## config.mk

```make
export PLATFORM = sky130hd
export DESIGN_NAME = uart_rx_os
export DESIGN_NICKNAME = d
export VERILOG_FILES = /design/src/rtl/uart_rx_os.sv
export SDC_FILE = /design/constraint.sdc
export NUM_CORES = 1
export LEC_CHECK = 0
export CORE_AREA = 2 2 61 63
export CTS_CLUSTER_DIAMETER = 60
export DETAILED_ROUTE_END_ITERATION = 8
export DIE_AREA = 0 0 63 65
export GPL_ROUTABILITY_DRIVEN = 0
export PLACE_DENSITY = 0.75
export SKIP_CTS_REPAIR_TIMING = 1
export SLEW_MARGIN = 20
export SYNTH_ARGS = -nofsm -noshare
export SYNTH_HDL_FRONTEND = slang
export SYNTH_SLANG_ARGS = --single-unit
```

## constraint.sdc

```tcl
create_clock -name clk -period 1.9 [get_ports clk]
set_clock_uncertainty 0.05 [all_clocks]
set_input_delay 0.19 -clock clk [delete_from_list [all_inputs] [get_ports clk]]
set_output_delay 0.19 -clock clk [all_outputs]
set_load 0.02 [all_outputs]
```

## src/rtl/uart_rx_os.sv

```systemverilog
// ---------------------------------------------------------------------------
// uart_rx_os
//
// Single-clock oversampling UART receiver. The serial line is brought into the
// clk domain by a 2-flop synchronizer, every bit is timed by an internal
// DIV-cycle divider, and each bit is decided by a 2-of-3 majority vote of the
// samples taken at cnt = DIV/2-1, DIV/2 and DIV/2+1. Received bytes are
// delivered with a valid/ack handshake plus framing and overrun flags.
//
// Optional feature macro: UART_RX_PARITY_EN
//   defined   : 11-bit frame (start, 8 data LSB first, even parity, stop);
//               parity_err pulses together with ready on a parity mismatch.
//   undefined : 10-bit frame; parity_err is tied 0.
//
// Parameters
//   DIV        clk cycles per bit, legal 4..255
// Ports
//   clk        sample clock, all logic on the rising edge
//   reset_n    synchronous active-low reset
//   in         serial line, idle high, asynchronous to clk
//   ack        consumer has taken out; clears valid
//   out        last good byte (LSB received first)
//   ready      one-cycle pulse when out is updated
//   valid      level, out holds an unconsumed byte
//   busy       frame in progress (START/DATA/PARITY/STOP)
//   frame_err  one-cycle pulse on a bad stop bit
//   overrun    one-cycle pulse when a byte lands while valid=1 and ack=0
//   parity_err one-cycle pulse on an even-parity mismatch (parity build only)
// ---------------------------------------------------------------------------
module uart_rx_os #(
    parameter int DIV = 8
) (
    input  logic       clk,
    input  logic       reset_n,
    input  logic       in,
    input  logic       ack,
    output logic [7:0] out,
    output logic       ready,
    output logic       valid,
    output logic       busy,
    output logic       frame_err,
    output logic       overrun,
    output logic       parity_err
);

    localparam int         HALF   = DIV / 2;
    localparam logic [7:0] C_S0   = 8'(HALF - 1);
    localparam logic [7:0] C_S1   = 8'(HALF);
    localparam logic [7:0] C_DEC  = 8'(HALF + 1);
    localparam logic [7:0] C_LAST = 8'(DIV - 1);

    typedef enum logic [2:0] {
        ST_ARM,
        ST_IDLE,
        ST_START,
        ST_DATA,
        ST_PAR,
        ST_STOP
    } state_t;

    state_t     r_state;
    logic       r_sync1;
    logic       r_sync2;
    logic [7:0] r_cnt;
    logic [3:0] r_idx;
    logic       r_s0;
    logic       r_s1;
    logic [7:0] r_shift;
    logic [7:0] r_out;
    logic       r_ready;
    logic       r_valid;
    logic       r_busy;
    logic       r_frame_err;
    logic       r_overrun;
`ifdef UART_RX_PARITY_EN
    logic       r_par;
    logic       r_parity_err;
`endif

    logic w_rx_s;
    logic w_vote;
    logic w_decide;
    logic w_wrap;

    assign w_rx_s   = r_sync2;
    // Third sample is the live synchronized line at the decision count.
    assign w_vote   = (r_s0 & r_s1) | (r_s0 & w_rx_s) | (r_s1 & w_rx_s);
    assign w_decide = (r_cnt == C_DEC);
    assign w_wrap   = (r_cnt == C_LAST);

    always_ff @(posedge clk) begin
        if (!reset_n) begin
            r_sync1     <= 1'b1;
            r_sync2     <= 1'b1;
            r_state     <= ST_ARM;
            r_cnt       <= '0;
            r_idx       <= '0;
            r_s0        <= 1'b1;
            r_s1        <= 1'b1;
            r_shift     <= '0;
            r_out       <= '0;
            r_ready     <= 1'b0;
            r_valid     <= 1'b0;
            r_busy      <= 1'b0;
            r_frame_err <= 1'b0;
            r_overrun   <= 1'b0;
`ifdef UART_RX_PARITY_EN
            r_par        <= 1'b0;
            r_parity_err <= 1'b0;
`endif
        end else begin
            r_sync1     <= in;
            r_sync2     <= r_sync1;
            r_ready     <= 1'b0;
            r_frame_err <= 1'b0;
            r_overrun   <= 1'b0;
`ifdef UART_RX_PARITY_EN
            r_parity_err <= 1'b0;
`endif
            // A good stop later in this block overrides the ack clear.
            if (ack) begin
                r_valid <= 1'b0;
            end

            // Outside a frame these captures are stale but harmless: a new
            // frame restarts cnt at 0 and refills both before its decision.
            if (r_cnt == C_S0) begin
                r_s0 <= w_rx_s;
            end
            if (r_cnt == C_S1) begin
                r_s1 <= w_rx_s;
            end

            case (r_state)
                ST_ARM: begin
                    if (w_rx_s) begin
                        r_state <= ST_IDLE;
                    end
                end

                ST_IDLE: begin
                    if (!w_rx_s) begin
                        r_state <= ST_START;
                        r_cnt   <= '0;
                        r_idx   <= '0;
                        r_busy  <= 1'b1;
                    end
                end

                default: begin
                    if (w_wrap) begin
                        r_cnt <= '0;
                        r_idx <= r_idx + 4'd1;
                        case (r_state)
                            ST_START: r_state <= ST_DATA;
                            ST_DATA: begin
                                if (r_idx == 4'd8) begin
`ifdef UART_RX_PARITY_EN
                                    r_state <= ST_PAR;
`else
                                    r_state <= ST_STOP;
`endif
                                end
                            end
                            ST_PAR:   r_state <= ST_STOP;
                            default:  ;
                        endcase
                    end else begin
                        r_cnt <= r_cnt + 8'd1;
                    end

                    // Placed after the wrap handling so that, at DIV=4 where
                    // decision and wrap coincide, the decision's exit wins.
                    if (w_decide) begin
                        case (r_state)
                            ST_START: begin
                                if (w_vote) begin
                                    r_state <= ST_IDLE;
                                    r_busy  <= 1'b0;
                                end
                            end
                            ST_DATA: begin
                                r_shift <= {w_vote, r_shift[7:1]};
                            end
                            ST_PAR: begin
`ifdef UART_RX_PARITY_EN
                                r_par <= w_vote;
`endif
                            end
                            ST_STOP: begin
                                r_busy <= 1'b0;
                                if (w_vote) begin
                                    // Leave at mid-stop so a back-to-back
                                    // start edge is never missed.
                                    r_state   <= ST_IDLE;
                                    r_out     <= r_shift;
                                    r_ready   <= 1'b1;
                                    r_valid   <= 1'b1;
                                    r_overrun <= r_valid & ~ack;
`ifdef UART_RX_PARITY_EN
                                    r_parity_err <= (^r_shift) ^ r_par;
`endif
                                end else begin
                                    r_state     <= ST_ARM;
                                    r_frame_err <= 1'b1;
                                end
                            end
                            default: ;
                        endcase
                    end
                end
            endcase
        end
    end

    assign out       = r_out;
    assign ready     = r_ready;
    assign valid     = r_valid;
    assign busy      = r_busy;
    assign frame_err = r_frame_err;
    assign overrun   = r_overrun;
`ifdef UART_RX_PARITY_EN
    assign parity_err = r_parity_err;
`else
    assign parity_err = 1'b0;
`endif

endmodule

```

---- After elaboration in Yosys (flattened, before gate mapping) ----
Cells that the tools add are included.
storage, ports and cells
  flip-flop bits (word level) ............. 40
operators by class
  $add $sub $neg .......................... 2
  eq/ne operators ......................... 13
  multiplexer cells ....................... 28
  bitwise logic cells ..................... 13
  reductions and logical operators ........ 13
operator list
  kind                                                             count
  8-bit by 3-bit == test with 1-bit output, second input constant  3
  3-bit two-way mux                                                6
  8-bit two-way mux                                                2
  8-bit case mux with 2 select lines                               1
  3-bit case mux with 2 select lines                               2
  1-bit two-way mux                                                11
  3-bit case mux with 3 select lines                               1
  8-bit by 1-bit adder with 8-bit output, second input constant    1
  8-bit by 2-bit == test with 1-bit output, second input constant  1
  4-bit two-way mux                                                2
  4-bit case mux with 2 select lines                               1
  1-bit inverter                                                   7
  3-bit by 2-bit == test with 1-bit output, second input constant  2
  3-bit == test, second input constant                             2
  3-bit AND reduction                                              2
  6-bit OR reduction                                               1
  5-bit AND reduction                                              1
  5-bit OR reduction                                               1
  4-bit by 1-bit adder with 4-bit output, second input constant    1
  1-bit bitwise AND                                                4
  4-bit == test, second input constant                             1
  2-bit inequality test, second input constant                     2
  1-bit case mux with 2 select lines                               2
  2-bit AND reduction                                              2
  other kinds (8)                                                  10

---- Logic depth before layout (Yosys ltp) ----
Gate-level depths: netlist of the first run.
  depth in word-level cells ............... 8
  mapped depth ............................ 6
  gate-level depth less buffers ........... 6

---- Worst setup path before layout of the first run ----
Ideal clock, no wire load.
  kind .................................... reg2reg
  start point ............................. reg r_cnt[0]
  end point ............................... reg r_idx[3]
  arrival ................................. 1.472 ns
  required time ........................... 1.780 ns
  setup slack ............................. 0.308 ns
  stages on the path, launching flop included .. 6
  path buffers ............................ 0
  path through ............................ dfxtp_1 > ha_1 > and2_1 > a31oi_1 > or4_1 > a21oi_1
between the ends
  longest elaborated chain between the ends .. 3
RTL lines
  element                                   line  text
  start, declared                           64    logic [7:0] r_cnt;
  start signal, assigned                    169   r_cnt <= r_cnt + 8'd1;
  8-bit by 3-bit == test with 1-bit output  89    assign w_wrap = (r_cnt == C_LAST);
  2-bit nonzero test (no line)              n/a
  3-bit AND reduction (no line)             n/a
  end signal, assigned                      153   r_idx <= r_idx + 4'd1;
  end, declared                             65    logic [3:0] r_idx;
No other way between the ends.
A chain may end at the register's enable or synchronous reset.

---- Final worst setup path of the first run ----
  start point ............................. reg r_cnt[1]
  end point ............................... reg r_idx[3]
Same word-level chain as after synthesis.

==> impl_results.rst, run 1 <==
.. list-table::
   :header-rows: 1

   * - Metric
     - Value
   * - Largest net degree at the start of global routing
     - 20
   * - Total congestion overflow
     - 0
   * - Number of fill cells in the layout
     - around 310
   * - RR Endpoint
     - r_idx[3]
   * - Floorplan row count
     - 22
   * - Ratio of final minimum period to clock period
     - 0.930
   * - Area growth from synthesis to layout
     - 18.9%
   * - Outcome
     - finished clean
   * - Uppermost metal layer occupied by signal nets
     - met4
   * - Mean routed wirelength per cell
     - around 13 um
   * - CTS Sinks
     - 40
   * - DRT iter0 DRCs
     - 80
   * - Worst hold path stage count
     - 2
   * - Worst-Skew Late Latency
     - 0.35 ns
   * - Worst Setup Slack, final
     - around 0.13 ns
   * - Cell internal pwr
     - approximately 1.2 mW
   * - Maximum count of clock buffers along a single path
     - 2
   * - Nature of the critical path startpoint
     - register
   * - Layout Utilization
     - 0.616
   * - Final sum of negative setup slack
     - 0 ns
   * - Total area of sequential cells
     - 802 sq um
   * - Worst reg-to-reg setup slack
     - around 0.13 ns
   * - Global-route wire length before repair
     - 5910 um
   * - Max-slew violation count
     - 0
   * - Relative max-transition margin
     - 0.635
   * - Logic pwr share
     - 0.047
   * - FF-to-FF Start
     - r_cnt[1]
   * - Share of layout cells above drive strength 1
     - 0.101
   * - Post-synthesis sequential element count
     - 40
   * - Worst-path clk slew
     - between 0.1 and 0.15 ns
   * - Cell area after synthesis
     - between 1500 and 2000 sq um
   * - Core area
     - roughly 3500 sq um
   * - Data required, critical path
     - between 2 and 2.5 ns
   * - Antenna-violating nets left
     - 0
   * - Number of antenna violations at the first check in global routing
     - 0
   * - Drt via density
     - 5.37
   * - Class of the most critical hold timing path
     - primary input to register
   * - Lkg Pwr
     - around 0.84 nW
   * - Part of the total power dissipated in the clock network
     - 0.391
   * - Number of vias in the routed layout
     - 1476
   * - Place WS
     - around 0.13 ns
   * - Horizontal extent of the die
     - roughly 63 um
   * - Total I/O pin count
     - 18
   * - Number of H-tree levels
     - 2
   * - Count of inserted antenna diode cells
     - 0
   * - Total clock buffers created by CTS
     - 5
   * - Most common library cell in the layout ignoring fill and taps
     - dfxtp_1
   * - Peak supply drop
     - just under 700 uV
   * - Switch Pwr
     - ~330 uW
   * - Dominant register cell in the synthesized netlist
     - dfxtp_1
   * - Nets in the synthesized netlist
     - between 200 and 250
   * - Instance count of the mapped netlist
     - between 200 and 250
   * - Placed inst area
     - 2050 sq um
   * - Sequential cell fraction of total power
     - 0.563
   * - Number of hold-slack violations in the final timing report
     - 0
   * - Number of library cell types mapped by synthesis
     - 47
   * - Switching Fraction
     - 0.216
   * - Via count of the first global-routing pass
     - ~1300
   * - Multi-input combinational cell area
     - 953 sq um
   * - Async set-reset flop share out of synthesis
     - 0
   * - Transition time at the pin with the least slew margin
     - roughly 0.55 ns
   * - Initial Util
     - 0.518
   * - Maximum clock frequency
     - 566 MHz
   * - Endpoint kind of the worst setup timing path
     - register
   * - CP Class
     - register to register
   * - Drt pass-1 iters
     - 4
   * - TritonCTS clock tree
     - built
   * - Detail Route met2 WL
     - between 1500 and 2000 um
   * - WHS Endpoint
     - r_sync1
   * - Worst Min Path Start
     - in
   * - Residual DRC count
     - 0
   * - Final Critical Period
     - roughly 1.8 ns
   * - Most frequent cells in the layout
     - dfxtp_1 (39), nor2_1 (21), clkdlybuf4s50_1 (16)
   * - Post-DP HPWL
     - approximately 2600 um
   * - Global router's overall resource usage
     - 0.190
   * - Die area
     - 4100 sq um
   * - Max_cap viols
     - 0
   * - Final instance area
     - between 2000 and 2500 sq um
   * - Count of flip-flops with a built-in enable after synthesis
     - 0
   * - Seq/Total Area, Yosys
     - 0.442
   * - Routed metal-1 wire length
     - approximately 1700 um
   * - Clock Tree Root
     - clkbuf_4
   * - Avg Cell Area, Syn
     - roughly 8.8 sq um
   * - Die Ht
     - approximately 65 um
   * - Arrival time worst endpoint
     - roughly 2.0 ns
   * - Number of warning messages in the yosys log
     - 0
   * - NumNets Final
     - approximately 240
   * - Detailed-routed wire length on met3
     - 124 um
   * - Worst R2R Path Depth
     - 5
   * - Crit-path max FO
     - 6
   * - Final routed wirelength across all metal layers
     - about 3600 um
   * - Power density over the cells
     - 703 nW/um^2
   * - # setup viols final
     - 0
   * - Count of buffers from port buffering
     - 16
==> cell type report <==
class                           count  area share
Timing Repair Buffer               24       0.102
Inverter                            7      0.0122
Clock buffer                        6      0.0238
Clock inverter                      2      0.0180
Sequential cell                    40       0.373
Multi-Input combinational cell    148       0.443
Tap cell                           48      0.0279
==> worst max-delay path by stage <==
stage / from / to / slack [ns] / depth (start not counted)
3_5_place_dp: r_state[0] / r_idx[1] / 0.13 / 4
3_3_place_gp: r_cnt[0] / r_idx[3] / 0.19 / 5
2_1_floorplan: r_cnt[0] / r_idx[3] / 0.31 / 5
6_report: r_cnt[1] / r_idx[3] / 0.13 / 5
4_1_cts: r_state[0] / r_idx[1] / 0.12 / 4
5_1_grt: r_cnt[1] / r_idx[3] / -0.006 / 5
==> synthesized netlist by cell type, types with 3 or more instances <==
cell | instances | share of area
o21ai_0 | 15 | 0.041
xnor2_1 | 4 | 0.019
nor2_1 | 21 | 0.044
xor2_1 | 3 | 0.015
a21oi_1 | 9 | 0.025
nand4_1 | 3 | 0.010
ha_1 | 5 | 0.035
nor3_1 | 6 | 0.017
nand3_1 | 12 | 0.033
inv_1 | 7 | 0.015
clkbuf_1 | 6 | 0.012
buf_2 | 3 | 0.0083
nand2_1 | 14 | 0.029
dfxtp_1 | 40 | 0.44
mux2i_1 | 12 | 0.066
nand2b_1 | 6 | 0.021
a211oi_1 | 4 | 0.017
==> through the flow <==
step	hold slack [ns]	instances	power, mW
2_1_floorplan	0.241	205	0.916
3_3_place_gp	0.349	267	0.936
3_5_place_dp	0.349	267	0.937
4_1_cts	0.325	275	1.53
5_1_grt	0.350	275	1.58
6_report	0.337	275	1.51
==> routing by layer <==
metal	global-route usage	vias to the layer above
li1	-	758
met1	0.239	686
met2	0.289	24
met3	0.0469	8
met4	0.125	0
met5	0	-
==> power groups by stage <==
| stage | clock network, mW | registers (mW) | logic, mW |
|---|---|---|---|
| after floorplan | 0 | 0.868 | 0.0480 |
| after global placement | 0 | 0.869 | 0.0672 |
| after detailed placement | 0 | 0.870 | 0.0673 |
| after CTS | 0.612 | 0.851 | 0.0678 |
| after global routing | 0.650 | 0.853 | 0.0777 |
| final | 0.591 | 0.851 | 0.0707 |
==> cell families after synthesis <==
| group | Yosys count | synth area share |
|---|---|---|
| adder cells (fa/ha/maj) | 6 | 0.0401 |
| buffers and inverters | 17 | 0.0394 |
| other | 1 | 0.00207 |
| XOR/XNOR | 7 | 0.0339 |
| multiplexers | 12 | 0.0663 |
| AO/OA/AOI/OAI | 40 | 0.131 |
| AND/OR/NAND/NOR | 82 | 0.245 |
| flip-flops | 40 | 0.442 |
==> worst max-delay path, cell delays in order (launching register included) <==
cell and delay (ns):
dfxtp_1 0.39, ha_1 0.22, and2_1 0.22, a31oi_2 0.17
or4_1 0.51, a21oi_1 0.14
==> sequential cells by signal, indices dropped and copies added, names as in the netlist <==
signal	cells
r_shift	8
r_s0	1
valid	1
ready	1
r_state	3
r_s1	1
r_sync1	1
busy	1
frame_err	1
r_idx	4
overrun	1
r_sync2	1
out	8
r_cnt	8
Note: power is estimated with default switching activity, not from simulation.
==> run 2: changes to the inputs <==
- CELL_PAD_IN_SITES_DETAIL_PLACEMENT: unset -> 2
- CELL_PAD_IN_SITES_GLOBAL_PLACEMENT: unset -> 2
- CORE_AREA: 2 2 61 63 -> 2 2 76 78
- DIE_AREA: 0 0 63 65 -> 0 0 78 80
- PLACE_DENSITY: 0.75 -> 0.85
==> impl_results.rst, run 2 (synthesized netlist as in run 1, its figures left out) <==
.. list-table::
   :header-rows: 1

   * - Metric
     - Value
   * - Worst-path clk slew
     - 0.09 ns
   * - Peak supply drop
     - around 350 uV
   * - Share of layout cells above drive strength 1
     - 0.109
   * - Total congestion overflow
     - 0
   * - Sequential cell fraction of total power
     - 0.505
   * - Power density over the cells
     - 752 nW/um^2
   * - Nature of the critical path startpoint
     - register
   * - Data required, critical path
     - around 2.1 ns
   * - CP Class
     - register to register
   * - Post-DP HPWL
     - approximately 3600 um
   * - Drt pass-1 iters
     - 4
   * - Maximum count of clock buffers along a single path
     - 2
   * - Switching Fraction
     - 0.224
   * - CTS Sinks
     - 40
   * - Largest net degree at the start of global routing
     - 19
   * - Count of buffers from port buffering
     - 16
   * - Cell internal pwr
     - around 1.3 mW
   * - Transition time at the pin with the least slew margin
     - roughly 0.55 ns
   * - Drt via density
     - 5.27
   * - Most common library cell in the layout ignoring fill and taps
     - dfxtp_1
   * - Tot Pwr
     - between 1.5 and 2 mW
   * - Ratio of final minimum period to clock period
     - 0.945
   * - Number of antenna violations at the first check in global routing
     - 0
   * - Relative max-transition margin
     - 0.632
   * - Class of the most critical hold timing path
     - register to register
   * - Switch Pwr
     - around 380 uW
   * - Global router's overall resource usage
     - 0.177
   * - Count of inserted antenna diode cells
     - 0
   * - Logic pwr share
     - 0.049
   * - Total I/O pin count
     - 18
   * - Number of fill cells in the layout
     - 607
   * - Setup repair after global routing missed its margin
     - true
   * - Worst-Skew Late Latency
     - around 0.30 ns
   * - Horizontal extent of the die
     - roughly 78 um
   * - Place WS
     - around 0.13 ns
   * - NumNets Final
     - ~240
   * - Initial Util
     - 0.335
   * - Via count of the first global-routing pass
     - about 1700
   * - Final Critical Period
     - around 1.8 ns
   * - Max-slew violation count
     - 0
   * - Number of vias in the routed layout
     - 1592
   * - TritonCTS clock tree
     - built
   * - Area growth from synthesis to layout
     - 23.6%
   * - Endpoint kind of the worst setup timing path
     - register
   * - Die Ht
     - 80 um
   * - Most frequent cells in the layout
     - dfxtp_1 (40), nor2_1 (21), clkdlybuf4s50_1 (16)
   * - DRT iter0 DRCs
     - 79
   * - Outcome
     - finished clean
   * - # setup viols final
     - 0
   * - Residual DRC count
     - 0
   * - Lkg Pwr
     - 0.871 nW
   * - Maximum clock frequency
     - ~560 MHz
   * - Worst Setup Slack, final
     - 0.105 ns
   * - Total clock buffers created by CTS
     - 5
   * - Number of hold-slack violations in the final timing report
     - 0
   * - Core area
     - between 5000 and 6000 sq um
   * - Die area
     - roughly 6200 sq um
   * - Clock Tree Root
     - clkbuf_8
   * - Arrival time worst endpoint
     - between 1.5 and 2 ns
   * - Layout Utilization
     - 0.414
   * - Antenna-violating nets left
     - 0
   * - Final routed wirelength across all metal layers
     - between 5000 and 6000 um
   * - Max_cap viols
     - 0
   * - Floorplan row count
     - 27
   * - Global-route wire length before repair
     - between 8000 and 9000 um
   * - Part of the total power dissipated in the clock network
     - 0.446
   * - Mean routed wirelength per cell
     - between 15 and 20 um
   * - Number of H-tree levels
     - 2
   * - Crit-path max FO
     - 6
==> run 2: cell count changes in the layout (fill, tap and decap cells not counted), sizes merged <==
| cell | change |
|---|---|
| buf | +3 |
==> run 2: layout make-up <==
| class | count | area [sq um] | share of cell area |
|---|---|---|---|
| sequential | 40 | 801 | 0.358 |
| clock buffer | 6 | 82.6 | 0.0369 |
| clock inverter | 2 | 38.8 | 0.0173 |
| timing repair buffer | 27 | 243 | 0.108 |
| multi-input combinational | 148 | 957 | 0.428 |
| tap | 72 | 90.1 | 0.0402 |
| inverter | 7 | 26.3 | 0.0117 |
==> run 2: stage by stage <==
| stage | setup TNS (ns) | area [sq um] | cells | hold slack, ns |
|---|---|---|---|---|
| 6_report | 0 | 2240 | 302 | 0.373 |
| 5_1_grt | -0.0234 | 2240 | 302 | 0.388 |
| 4_1_cts | 0 | 2220 | 302 | 0.379 |
| 3_5_place_dp | 0 | 2100 | 294 | 0.348 |
| 3_3_place_gp | 0 | 2100 | 294 | 0.362 |
| 2_1_floorplan | 0 | 1810 | 205 | 0.241 |
==> run 2: power groups by stage <==
stage          clock network [mW]  logic [mW]  registers [mW]
2_1_floorplan                   0      0.0480           0.868
6_report                    0.751      0.0822           0.850
5_1_grt                     0.818      0.0914           0.851
3_5_place_dp                    0      0.0795           0.870
3_3_place_gp                    0      0.0775           0.869
4_1_cts                     0.778      0.0811           0.850
==> run 2: worst max-delay path, cell delays in order, from the launching register on <==
cell,delay [ns]
dfxtp_1,0.39
ha_1,0.23
and2_1,0.23
a31oi_2,0.18
or4_1,0.51
a21oi_1,0.15
==> run 2: final timing paths <==
check	from	to	slack, ns	cells past startpoint
max	r_cnt[0]	r_idx[3]	0.10	5
min	r_sync1	r_sync2	0.37	1
max reg2reg	r_cnt[0]	r_idx[3]	0.10	5
min reg2reg	r_sync1	r_sync2	0.37	1
==> run 2: layer usage <==
layer / GRT usage / up-vias / routed length, um
li1: - / 769 / -
met1: 0.220 / 796 / 2330
met2: 0.307 / 20 / 2540
met3: 0.0407 / 7 / 158
met4: 0.0526 / 0 / 70
met5: 0 / - / 0
